[src/rtl/keypad_pkg.sv]
// Shared definitions for the 4x4 keypad emulator and the keypad scanner:
// FSM states, key-code field positions and idle line level.
package keypad_pkg;

  localparam int unsigned LINES   = 4;
  localparam int unsigned KEY_W   = 4;
  localparam int unsigned ROW_MSB = 3;
  localparam int unsigned ROW_LSB = 2;
  localparam int unsigned COL_MSB = 1;
  localparam int unsigned COL_LSB = 0;
  localparam int unsigned SEL_W   = COL_MSB - COL_LSB + 1;

  localparam logic [LINES-1:0] IDLE_LINES = {LINES{1'b1}};

  typedef enum logic [1:0] {
    IDLE    = 2'd0,
    BOUNCE  = 2'd1,
    HOLD    = 2'd2,
    RELEASE = 2'd3
  } state_e;

  typedef struct packed {
    logic [ROW_MSB-ROW_LSB:0] row;
    logic [COL_MSB-COL_LSB:0] col;
  } key_code_t;

  // Width of a counter able to hold the largest of three scan-pass budgets.
  function automatic int unsigned scan_cnt_width(input int unsigned a,
                                                 input int unsigned b,
                                                 input int unsigned c);
    int unsigned m;
    int unsigned w;
    m = a;
    if (b > m) m = b;
    if (c > m) m = c;
    w = $clog2(m + 1);
    return (w < 1) ? 1 : w;
  endfunction

endpackage

[src/rtl/scan_edge_detect.sv]
// Two-flop col synchroniser with a falling-edge detector on the selected column.
module scan_edge_detect
  import keypad_pkg::*;
(
  input  logic             clk,
  input  logic             reset_n,
  input  logic [LINES-1:0] col_i,
  input  logic [SEL_W-1:0] col_sel_i,
  output logic             scan_edge_c
);

  logic [LINES-1:0] sync1_q;
  logic [LINES-1:0] sync2_q;
  logic [LINES-1:0] prev_q;

  // prev_q keeps every column so a change of col_sel_i never fakes an edge.
  always_ff @(posedge clk or negedge reset_n) begin
    if (!reset_n) begin
      sync1_q <= IDLE_LINES;
      sync2_q <= IDLE_LINES;
      prev_q  <= IDLE_LINES;
    end else begin
      sync1_q <= col_i;
      sync2_q <= sync1_q;
      prev_q  <= sync2_q;
    end
  end

  assign scan_edge_c = prev_q[col_sel_i] & ~sync2_q[col_sel_i];

endmodule

[src/rtl/keypad4x4_emulator.sv]
// Responder side of a 4x4 matrix keypad: closes the requested switch for a
// number of scan passes (with optional contact bounce), then releases it.
module keypad4x4_emulator
  import keypad_pkg::*;
#(
  parameter int unsigned BOUNCE_SCANS  = 2,
  parameter int unsigned HOLD_SCANS    = 8,
  parameter int unsigned RELEASE_SCANS = 4,
  parameter int unsigned TIMEOUT_CLKS  = 65535
) (
  input  logic             clk,
  input  logic             reset_n,
  input  logic [LINES-1:0] col,
  output logic [LINES-1:0] row,
  input  logic [KEY_W-1:0] key_code,
  input  logic             req_valid,
  output logic             req_ready,
  output logic             key_active,
  output logic             done,
  output logic             timeout
);

  localparam int unsigned CNT_W = scan_cnt_width(BOUNCE_SCANS, HOLD_SCANS, RELEASE_SCANS);
  localparam int unsigned WD_W  = $clog2(TIMEOUT_CLKS + 1);

  localparam logic [CNT_W-1:0] BOUNCE_LAST  = CNT_W'(BOUNCE_SCANS - 1);
  localparam logic [CNT_W-1:0] HOLD_LAST    = CNT_W'(HOLD_SCANS - 1);
  localparam logic [CNT_W-1:0] RELEASE_LAST = CNT_W'(RELEASE_SCANS - 1);
  localparam logic [WD_W-1:0]  WD_LAST      = WD_W'(TIMEOUT_CLKS - 1);

  localparam state_e FIRST_STATE = (BOUNCE_SCANS == 0) ? HOLD : BOUNCE;

  state_e           state_q;
  key_code_t        kc_q;
  logic [CNT_W-1:0] cnt_q;
  logic [WD_W-1:0]  wd_q;
  logic             key_active_q;
  logic             req_ready_q;
  logic             done_q;
  logic             timeout_q;
  logic             scan_edge_c;

  scan_edge_detect u_edge (
    .clk         (clk),
    .reset_n     (reset_n),
    .col_i       (col),
    .col_sel_i   (kc_q.col),
    .scan_edge_c (scan_edge_c)
  );

  // Press sequencer: counts scan edges of the key column per phase, with a
  // watchdog that aborts when the scanner stops driving that column.
  always_ff @(posedge clk or negedge reset_n) begin
    if (!reset_n) begin
      state_q      <= IDLE;
      kc_q         <= '0;
      cnt_q        <= '0;
      wd_q         <= '0;
      key_active_q <= 1'b0;
      req_ready_q  <= 1'b1;
      done_q       <= 1'b0;
      timeout_q    <= 1'b0;
    end else begin
      done_q <= 1'b0;
      unique case (state_q)
        IDLE: begin
          if (req_valid && req_ready_q) begin
            kc_q.row     <= key_code[ROW_MSB:ROW_LSB];
            kc_q.col     <= key_code[COL_MSB:COL_LSB];
            cnt_q        <= '0;
            wd_q         <= '0;
            timeout_q    <= 1'b0;
            req_ready_q  <= 1'b0;
            key_active_q <= 1'b1;
            state_q      <= FIRST_STATE;
          end
        end
        default: begin
          if (scan_edge_c) begin
            wd_q  <= '0;
            cnt_q <= cnt_q + 1'b1;
            case (state_q)
              BOUNCE: begin
                if (cnt_q == BOUNCE_LAST) begin
                  state_q      <= HOLD;
                  cnt_q        <= '0;
                  key_active_q <= 1'b1;
                end else begin
                  key_active_q <= ~key_active_q;
                end
              end
              HOLD: begin
                if (cnt_q == HOLD_LAST) begin
                  state_q      <= RELEASE;
                  cnt_q        <= '0;
                  key_active_q <= 1'b0;
                end
              end
              RELEASE: begin
                if (cnt_q == RELEASE_LAST) begin
                  state_q     <= IDLE;
                  cnt_q       <= '0;
                  done_q      <= 1'b1;
                  req_ready_q <= 1'b1;
                end
              end
              default: ;
            endcase
          end else if (wd_q == WD_LAST) begin
            state_q      <= IDLE;
            cnt_q        <= '0;
            wd_q         <= '0;
            key_active_q <= 1'b0;
            timeout_q    <= 1'b1;
            done_q       <= 1'b1;
            req_ready_q  <= 1'b1;
          end else begin
            wd_q <= wd_q + 1'b1;
          end
        end
      endcase
    end
  end

  // Switch model: zero-latency path from the raw column drive to the row.
  always_comb begin
    row = IDLE_LINES;
    if (key_active_q && !col[kc_q.col]) begin
      row[kc_q.row] = 1'b0;
    end
  end

  assign req_ready  = req_ready_q;
  assign key_active = key_active_q;
  assign done       = done_q;
  assign timeout    = timeout_q;

endmodule
[config.mk]
export PLATFORM = sky130hd
export DESIGN_NAME = keypad4x4_emulator
export DESIGN_NICKNAME = d
export VERILOG_FILES = /design/src/rtl/keypad_pkg.sv /design/src/rtl/scan_edge_detect.sv /design/src/rtl/keypad4x4_emulator.sv
export SDC_FILE = /design/constraint.sdc
export NUM_CORES = 1
export LEC_CHECK = 0
export ABC_CLOCK_PERIOD_IN_PS = 2900
export CORE_AREA = 10 10 73 75
export DETAILED_ROUTE_END_ITERATION = 12
export DIE_AREA = 0 0 83 85
export GPL_ROUTABILITY_DRIVEN = 0
export PLACE_DENSITY = 0.88
export SLEW_MARGIN = 40
export SYNTH_ARGS = -nofsm -noshare
export SYNTH_HDL_FRONTEND = slang
export SYNTH_SLANG_ARGS = --single-unit
[constraint.sdc]
create_clock -name clk -period 2.9 [get_ports clk]
set_clock_uncertainty 0.15 [all_clocks]
set_input_delay 0.725 -clock clk [delete_from_list [all_inputs] [get_ports clk]]
set_output_delay 0.725 -clock clk [all_outputs]
set_load 0.01 [all_outputs]
# Yosys cells after proc, flatten, opt, wreduce, memory -nomap -nowiden
# Index checks and enable logic that the tools add are counted.
[op_classes]
add_sub_neg = 2
order_cmp = 3
n_eq_ne = 16
mux = 49
bitwise = 4
reduce_logical = 13
[op_table]
columns = ["op", "n"]
rows = [
  ["16-bit two-way mux", 4],
  ["4-bit two-way mux", 8],
  ["1-bit two-way mux", 23],
  ["16-bit by 1-bit adder with 16-bit output (second input constant)", 1],
  ["16-bit == test (second input constant)", 1],
  ["2-bit two-way mux", 7],
  ["4-bit inequality test (second input constant)", 3],
  ["4-bit case mux with 3 select lines", 1],
  ["4-bit AND reduction", 2],
  ["1-bit binary-select mux with 2-bit select", 3],
  ["2-bit by 3-bit < comparator with 1-bit output (second input constant)", 2],
  ["3-bit by 1-bit inequality test with 1-bit output (second input constant)", 2],
  ["2-bit case mux with 3 select lines", 1],
  ["6-bit AND reduction", 1],
  ["5-bit by 1-bit inequality test with 1-bit output (second input constant)", 1],
  ["4-bit by 1-bit adder with 4-bit output (second input constant)", 1],
  ["2-bit == test (second input constant)", 2],
  ["4-bit by 1-bit == test with 1-bit output (second input constant)", 1],
  ["4-bit by 2-bit == test with 1-bit output (second input constant)", 1],
  ["4-bit by 3-bit == test with 1-bit output (second input constant)", 1],
  ["4-bit by 1-bit inequality test with 1-bit output (second input constant)", 1],
  ["4-bit NOT", 1],
  ["2-bit AND reduction", 2],
  ["1-bit logical AND", 3],
  ["other kinds (13)", 14],
]
[totals]
ff_bits = 42
input_bits = 11
wordCells = 99

# Longest topological paths before layout
[logic_depth]
depth_word = 6
mapped_depth = 9
depth_no_buf = 7

# By module
# From an unflattened synthesis, not the netlist that was laid out.
[hier_totals]
cells_unflattened = 219
hier_area_um2 = 2232.1
[by_module_without_submodules]
columns = ["mod", "instances", "cells_per_inst", "area_each_um2"]
rows = [
  ["keypad4x4_emulator", 1, 202, 1869.3],
  ["scan_edge_detect", 1, 17, 362.8],
]

# Worst setup path after synthesis
# No wires, ideal clock.
[synth_path]
path_kind = "input -> output"
startpoint = "input port col[3]"
endpoint = "output port row[0]"
arrival_time_ns = 1.607
required_time_ns = 2.025
setup_slack_ns = 0.418
cell_stages = 4
cell_sequence = "mux4_2 > nor2b_1 > nor2b_1 > nand2b_1"
[synth_via]
elab_chain_cells = 5
[synth_rtl]
columns = ["item", "line_no", "text"]
rows = [
  ["from (decl)", "keypad4x4_emulator.sv:13", "input logic [LINES-1:0] col,"],
  ["1-bit binary-select mux with 2-bit select", "keypad4x4_emulator.sv:128", "if (key_active_q && !col[kc_q.col]) begin"],
  ["1-bit two-way mux (implied by the code)", "keypad4x4_emulator.sv:128", ""],
  ["1-bit zero test", "keypad4x4_emulator.sv:128", ""],
  ["1-bit logical AND", "keypad4x4_emulator.sv:128", ""],
  ["4-bit two-way mux", "keypad4x4_emulator.sv:128", ""],
  ["to (decl)", "keypad4x4_emulator.sv:14", "output logic [LINES-1:0] row,"],
]
# No other way between the ends. The select of a mux whose other input is x is not followed.

# Worst setup path after layout
# Ends and elaborated chain as after synthesis.

==> metrics.cfg <==
[status]
outcome = complete, no violations

[timing]
fmax_mhz = 357.9
setup_viol_count_final = 0
tightest_slew_ns = 0.6078
slew_headroom_pct = 59.11
period_minus_slack_ns = 2.794
fin_crit_sh_pct = 96.34
setup_tns_ns = 0
hold_slack_ns = 0.2095
hold_viol_final = 0
rsz0062_at_grt = no
slew_violations = 0

[clock_network]
clk_latency_ns = 0.30
cts_buffers = 5
cts_max_path_buffers = 2
root_buffer = clkbuf_8
clk_pin_slew_ns = 0.07
cts_sinks = 42
htreeDepth = 2
cts_tree = yes

[die]
die_h_um = 85
rows = 23
initial_core_util_pct = 54.92
dieArea_um2 = 7055
coreArea_um2 = 3914
die_w_um = 83
io_pins = 19

[pwr]
p_sw_share_pct = 40.49
p_seq_share_pct = 39.3
p_per_area_nw_per_um2 = 904.9
intPower_uw = 1321
peakVddDrop_uv = 552.5
comb_power_share_pct = 43.2
p_clk_share_pct = 17.5
p_leak_uw = 0.001044
p_sw_uw = 898.4

[detailed_routing]
wl_per_cell_um = 14.87
vias = 1644
viasPerCell = 5.871
final_antenna_net_count = 0
firstDrtPassIters = 4
first_iter_violations = 159
wl_um = 4164
drc = 0

[worst_setup_path]
arrival_ns = 1.92
crit_slowest_cell = mux4_2
critPathKind = in2out
r2r_slack_ns = 0.54
crit_path_max_fanout = 2
slowest_delay_ns = 0.47
r2r-start = wd_q[6]
worstPathCellList = dlygate4sd2_1 -> mux4_2 -> nor2b_2 -> nor2b_4 -> nand2b_1 -> buf_2
critPathLaunchType = input port
crit_required_ns = 2.03
rr_worst_depth = 5
endpoint_kind = primary output
reg2reg_to = cnt_q[3]

[cells_and_area]
syn_to_final_growth_pct = 14.09
num_antenna_cells = 0
layout_commonest_cell = dfrtp_1
final_cell_mix = dfrtp_1, nand2_1, nand3_1, dfstp_2, a31oi_1
drive_gt1_share_pct = 18.70
post-route-util_pct = 62.66
fin_nets = 251

[synth]
syn-cell-area_um2 = 2150
synth_top_area_share_pct = 33.76
synth_seq_area_share_pct = 49.65
synth-edff-count = 0
syn_area_per_cell_um2 = 10.33
synth_seq_cells = 42
yosys_warnings = 0
synthesis.nets = 230
async_flop_share_pct = 100.0
synthCells = 208
synthTopCellsByArea = dfrtp_1, dfstp_2, ha_1
synth_flop_cell = dfrtp_1
synth_top_area_cell = dfrtp_1
synthDistinctLibCells = 46

[global_routing]
overflow = 0
antenna_found_initial = 0
grt_max_degree = 43
grt_pass1_vias = 1632
grt_use_total_pct = 12.28
grt_pass1_wl_um = 7341

[placement]
post-dp-hpwl_um = 2957
port_buffers = 18

[worst_hold_path]
holdPathEnd = u_edge.sync2_q[2]
hold_depth = 0
min_path_type = reg2reg
hp-start = u_edge.sync1_q[2]

[run]
drv_cap = 0

cell usage after synthesis (2+ instances only):
master,n
nor3b_1,2
nand3_1,13
nand2b_1,6
dfstp_2,13
nor3_1,4
a31o_2,2
clkbuf_1,2
nor2b_1,6
nand2_1,20
o21ai_1,2
a41oi_1,3
ha_1,11
a31oi_1,12
dfrtp_1,29
nand3b_1,2
o21ai_0,9
buf_2,2
inv_1,9
nor2_1,10
a21oi_1,10
or3_1,4
buf_4,3
nand4_1,3
mux2_2,5
mux4_2,2
a21o_1,2
nor4_1,3
power by group through the flow:
stage               combinational (uW)  sequential, uW  clock, uW
finish                             958             872        389
global route                      1070             904        428
CTS                                954             871        404
detailed placement                 958             878          0
global placement                   928             870          0
floorplan                          734             834          0
critical path: cells and delay by family:
family,cells,cell delay (ns)
buffers and inverters,2,0.38
multiplexers,1,0.47
AND/OR/NAND/NOR,3,0.34
flip-flops by register name, summed over array words and instances (netlist names), 2 cells and up:
| signal | cells |
|---|---|
| wd_q | 16 |
| u_edge.sync2_q | 4 |
| kc_q | 4 |
| cnt_q | 4 |
| state_q | 2 |
| u_edge.sync1_q | 4 |
| u_edge.prev_q | 4 |
cell type report:
class	instances	area [um^2]
fill	326	1461
sequential	42	1067
multi-input combinational	150	1018
timing repair buffer	21	175.2
clock buffer	6	82.58
tap	50	62.56
inverter	9	33.78
clock inverter	2	12.51
logic make-up (layout without fill, tap and decap cells):
logic type	after synthesis	in the layout	synth area share [%]
buffers and inverters	16	38	3.434
AOI/OAI and AO/OA	51	51	15.72
DFF	42	42	49.65
adders and majority gates	11	11	6.403
muxes	8	8	5.180
and+or+nand+nor	80	80	19.62
per-layer routing:
metal,vias to the layer above,track usage (%),part of all wire (%)
li1,802,-,-
met1,779,14.75,46
met2,55,19.45,46
met3,8,4.111,6.0
met4,0,5.728,1.7
met5,-,0,0
timing repair:
item | 4_1_cts | 5_1_grt
gates resized for setup | 23 | 0
hold buffers | 0 | 0
endpoints found under the hold margin | 0 | 0
endpoints found under the setup margin | 4 | 0
setup buffers | 0 | 0
metrics by stage:
step / cell area, um^2 / std cells / setup slack [ns] / total power (uW)
3_3_place_gp: 2370 / 272 / -0.4767 / 1799
5_1_grt: 2452 / 280 / 0.05189 / 2406
4_1_cts: 2452 / 280 / 0.09538 / 2228
6_report: 2452 / 280 / 0.1062 / 2219
3_5_place_dp: 2372 / 272 / -0.5048 / 1836
2_1_floorplan: 2150 / 208 / 0.4176 / 1568
worst max-delay path by stage:
stage,from,to,slack [ns],cells past startpoint
floorplan,col[3],row[0],0.42,4
global placement,col[3],row[0],-0.48,6
detailed placement,col[2],row[0],-0.50,6
CTS,col[3],row[0],0.1,6
global route,col[2],row[1],0.05,6
finish,col[3],row[0],0.11,6
Power figures use the tool's default switching activity.
